**src/rtl/luma_pool_8x8.sv**
```systemverilog
// rtl/luma_pool_8x8.sv - RGB rows to luma, 2x2 average pool, 4 words per 8x8 block on AXI-Stream (POOL_ROUND_EN: rounded pooling)
module luma_pool_8x8 #(
    parameter int FIFO_DEPTH = 4
) (
    input  logic        i_clk,
    input  logic        i_rst,
    input  logic [23:0] input_data1,
    input  logic [23:0] input_data2,
    input  logic [23:0] input_data3,
    input  logic [23:0] input_data4,
    input  logic [23:0] input_data5,
    input  logic [23:0] input_data6,
    input  logic [23:0] input_data7,
    input  logic [23:0] input_data8,
    input  logic        input_valid,
    output logic [31:0] m_axis_data,
    output logic        m_axis_valid,
    input  logic        m_axis_ready,
    output logic        m_axis_last,
    output logic        o_overflow
);

    localparam int AW = $clog2(FIFO_DEPTH);

    logic [7:0][23:0] pix;
    logic [2:0]       row_cnt;
    logic [7:0][7:0]  y_reg;
    logic [7:0][7:0]  line_reg;
    logic             y_valid;
    logic [2:0]       y_row;
    logic [3:0][9:0]  pool_sum;
    logic [31:0]      pool_word;
    logic             push;
    logic             pop;
    logic             wr_en;
    logic             empty;
    logic             full;
    logic [AW:0]      wr_ptr;
    logic [AW:0]      rd_ptr;
    logic [32:0]      mem [FIFO_DEPTH];
    logic [32:0]      head;

    assign pix = {input_data8, input_data7, input_data6, input_data5,
                  input_data4, input_data3, input_data2, input_data1};

    function automatic logic [7:0] luma(input logic [23:0] p);
        logic [15:0] acc;
        acc = 16'd77 * {8'd0, p[23:16]} + 16'd150 * {8'd0, p[15:8]} + 16'd29 * {8'd0, p[7:0]};
        return 8'(acc >> 8);
    endfunction

    // Stage 1: luma per lane, tagged with the row index it belongs to
    always_ff @(posedge i_clk or posedge i_rst) begin
        if (i_rst) begin
            row_cnt <= '0;
            y_reg   <= '0;
            y_valid <= 1'b0;
            y_row   <= '0;
        end else begin
            y_valid <= input_valid;
            if (input_valid) begin
                row_cnt <= row_cnt + 3'd1;
                y_row   <= row_cnt;
                for (int k = 0; k < 8; k++) begin
                    y_reg[k] <= luma(pix[k]);
                end
            end
        end
    end

    always_comb begin
        pool_sum  = '0;
        pool_word = '0;
        for (int j = 0; j < 4; j++) begin
            pool_sum[j] = {2'b00, line_reg[2*j]} + {2'b00, line_reg[2*j+1]}
                        + {2'b00, y_reg[2*j]} + {2'b00, y_reg[2*j+1]};
`ifdef POOL_ROUND_EN
            pool_word[8*j +: 8] = 8'((pool_sum[j] + 10'd2) >> 2);
`else
            pool_word[8*j +: 8] = 8'(pool_sum[j] >> 2);
`endif
        end
    end

    always_ff @(posedge i_clk or posedge i_rst) begin
        if (i_rst) begin
            line_reg <= '0;
        end else if (y_valid && !y_row[0]) begin
            line_reg <= y_reg;
        end
    end

    assign push  = y_valid & y_row[0];
    assign empty = (wr_ptr == rd_ptr);
    assign full  = ((wr_ptr ^ rd_ptr) == {1'b1, {AW{1'b0}}});
    assign pop   = m_axis_valid & m_axis_ready;
    // A pop in the same cycle frees the slot, so a push into a full FIFO still lands
    assign wr_en = push & (~full | pop);

    always_ff @(posedge i_clk) begin
        if (wr_en) begin
            mem[wr_ptr[AW-1:0]] <= {(y_row == 3'd7), pool_word};
        end
    end

    always_ff @(posedge i_clk or posedge i_rst) begin
        if (i_rst) begin
            wr_ptr     <= '0;
            rd_ptr     <= '0;
            o_overflow <= 1'b0;
        end else begin
            if (wr_en) begin
                wr_ptr <= wr_ptr + 1'b1;
            end
            if (pop) begin
                rd_ptr <= rd_ptr + 1'b1;
            end
            if (push && full && !pop) begin
                o_overflow <= 1'b1;
            end
        end
    end

    assign head         = empty ? 33'd0 : mem[rd_ptr[AW-1:0]];
    assign m_axis_valid = ~empty;
    assign m_axis_data  = head[31:0];
    assign m_axis_last  = head[32];

endmodule

```
**config.mk**
```make
export PLATFORM = sky130hd
export DESIGN_NAME = luma_pool_8x8
export DESIGN_NICKNAME = d
export VERILOG_FILES = /design/src/rtl/luma_pool_8x8.sv
export SDC_FILE = /design/constraint.sdc
export NUM_CORES = 2
export LEC_CHECK = 0
export CORE_MARGIN = 2
export CORE_UTILIZATION = 40
export CTS_CLUSTER_DIAMETER = 60
export DETAILED_ROUTE_END_ITERATION = 6
export PLACE_DENSITY = 0.57
export SLEW_MARGIN = 20
export SYNTH_ARGS = -nofsm -noshare
export SYNTH_HDL_FRONTEND = slang
export SYNTH_SLANG_ARGS = --single-unit
```
**constraint.sdc**
```tcl
create_clock -name i_clk -period 8.4 [get_ports i_clk]
set_clock_uncertainty 0.15 [all_clocks]
set_input_delay 1.26 -clock i_clk [delete_from_list [all_inputs] [get_ports i_clk]]
set_output_delay 1.26 -clock i_clk [all_outputs]
set_load 0.03 [all_outputs]
```
==> run metrics <==
Setup Viol. Count Final 0; syn nets 4,734; Clock Root Buffer clkbuf_16; share of cells above drive strength 1 6.68%; Remaining Overflow, GRT 0; Yosys reg bits 274; Post-Synthesis Cells 3,328; Port Buffers 230; Mapped Area 37,100 um^2; clock buffer depth 3; Die Footprint 95,100 um^2; nets 4,987; H-tree depth 2; Worst-Skew Late Latency 0.53 ns; r2r endpoint mem[3][6]; Overall Global Routing Usage 16.3%; CP Depth 24; Die Span X 308 um; die height 308 um; setup TNS 0 ns; post-CTS setup buffers 0; RSZ-0062 raised after global routing false; Worst-path clk slew 0.06 ns; routability cong. 0.821; max reg flops 132; Reg2Reg Setup Slack 4.66 ns; Hold Path Class flop to flop; DP Wirelength 62,700 um; max cap viols 0; crit path max-delay cell type fa_1; max incr delay on CP 0.52 ns; initial antenna violation count 5; Crit path top cell by count fa_1; first-pass GRT wire length 125,000 um; placed cell area 40,900 um^2; crit path cell chain clkdlybuf4s50_1, ha_1, ha_1, inv_1, fa_1, fa_1, inv_1, ha_1, xnor2_1, fa_1, fa_1, inv_1, fa_1, inv_1, fa_1, ha_1, o31ai_1, a21oi_1, a211oi_1, o21ai_1, o41ai_2, o21bai_1, xnor2_1, mux2_2; CTS Buf Count 34; Post-synth EDFFs 132; Slew HR 36.7%; DR vias 22,700; synthesis-to-layout area growth 13.5%; post_cts resized 0; WL/cell 15.1 um; kind of critical path input port to flop; row count 111; initial drt markers 691; CTS tree yes; vias in the first global route 24,500; FF-to-FF Start y_reg[2]; Slew @ Worst Pin 0.949 ns; Initial Util 40.4%; ys flop type dfrtp_1; Final min period 7.70 ns; core box area 91,800 um^2; crit start category input port; largest net degree at the start of global routing 91; WL final 73,100 um; post-synthesis sequential area ratio 20.3%; CP Data Required Time 8.66 ns; Synth warnings 0; crit path capture type flop; final worst path period share 91.7%; Routed Antenna Nets 0; Cell variety after synth 61; max-slew violations 0; Crit Path Max Fanout 4; final hold vios 0; DRT Pass-1 Iters 5; WP data arrival 7.97 ns; DRC 0; Largest delay share family, worst path adder cells; Post-CTS Hold Buffers 0; Worst Setup EP y_reg[39]; cell depth of the worst flop-to-flop path 11; fin area 42,100 um^2; worst setup path start input_data5[12]; Via density 4.67; clock sink count 274; Buf/Inv on CP 5; I/O Pins 231; status complete, no violations; post-synthesis async set-or-reset flop share 51.8%; synthesized area per cell 11.1 um^2; FMAX 130 MHz
[synthesized netlist by cell type, types with 13 or more instances]
master | number | share of area, %
a21oi_1 | 87 | 1.2
mux2_2 | 105 | 3.2
nand2_1 | 75 | 0.76
a21o_1 | 40 | 0.81
xnor2_1 | 88 | 2.1
xor2_1 | 76 | 1.8
nand2b_1 | 18 | 0.30
nor2_1 | 94 | 0.95
o21a_1 | 19 | 0.38
fa_1 | 504 | 27
ha_1 | 706 | 24
nand3_1 | 33 | 0.45
or2_2 | 18 | 0.30
nor3_1 | 39 | 0.53
o21ai_0 | 65 | 0.88
clkbuf_1 | 23 | 0.23
o31ai_1 | 13 | 0.26
mux4_2 | 33 | 2.0
nor2b_1 | 67 | 1.1
edfxtp_1 | 132 | 11
dfrtp_1 | 142 | 9.6
inv_1 | 804 | 8.1
[cells in the final DEF (no fill, tap or decap), drive strengths merged, types with 17 or more instances in the layout]
cell type,Yosys,layout
nand2,75,75
a21o,40,40
nor3,39,39
mux4,33,33
ha,706,706
nand2b,18,18
nand3,33,33
o21a,19,19
or2,19,19
clkbuf,23,44
inv,804,807
o21ai,67,67
buf,6,17
xor2,76,76
edfxtp,132,132
xnor2,88,88
a21oi,87,87
fa,504,504
nor2,95,95
clkdlybuf4s50,0,229
mux2,105,105
dfrtp,142,142
nor2b,67,67
[per-layer routing]
metal / up-vias / share of wire (%) / GRT usage (%)
met5: - / 0 / 0
met1: 11000 / 50 / 23.4
met3: 43 / 2.3 / 1.13
met4: 0 / 1.1 / 2.94
li1: 11400 / - / -
met2: 225 / 47 / 27.2
[layout make-up]
cell class / instances / area [um^2]
timing repair buffer: 246 / 2420
inverter: 805 / 3030
clock inverter: 18 / 154
fill: 8594 / 49700
tap: 1243 / 1560
clock buffer: 44 / 972
sequential: 274 / 7520
antenna: 3 / 7.51
multi-input combinational: 2220 / 26400
[logic make-up (layout without fill, tap and decap cells)]
| family | after synthesis | count (layout) | share of synthesized area (%) |
|---|---|---|---|
| AO/OA/AOI/OAI | 313 | 313 | 5.63 |
| XOR/XNOR | 167 | 167 | 4.06 |
| adder cells (fa/ha/maj) | 1210 | 1210 | 51.0 |
| buffers and inverters | 834 | 1113 | 8.45 |
| flip-flops | 274 | 274 | 20.3 |
| multiplexers | 140 | 140 | 5.25 |
| other | 0 | 3 | 0 |
| AND/OR/NAND/NOR | 390 | 390 | 5.29 |
[metrics by stage]
stage               utilization (%)  hold slack, ns  worst slack [ns]  instances
floorplan                         -           0.290              1.01       3328
global placement               44.6           0.308             0.190       4788
detailed placement             44.6           0.315             0.151       4788
CTS                            45.8           0.323             0.709       4850
global route                   45.8           0.349             0.296       4853
finish                         45.8           0.315             0.696       4853
[worst min-delay path by stage]
stage | slack (ns) | to | start | cells after the start
floorplan | 0.29 | row_cnt[2] | row_cnt[2] | 1
global placement | 0.31 | row_cnt[2] | row_cnt[2] | 1
detailed placement | 0.32 | row_cnt[2] | row_cnt[2] | 1
CTS | 0.32 | row_cnt[2] | row_cnt[2] | 1
global route | 0.35 | row_cnt[2] | row_cnt[2] | 1
finish | 0.31 | row_cnt[2] | row_cnt[2] | 1
Power is not shown: default switching activity piles up to over one toggle a cycle in this logic, so the estimate is an artifact.
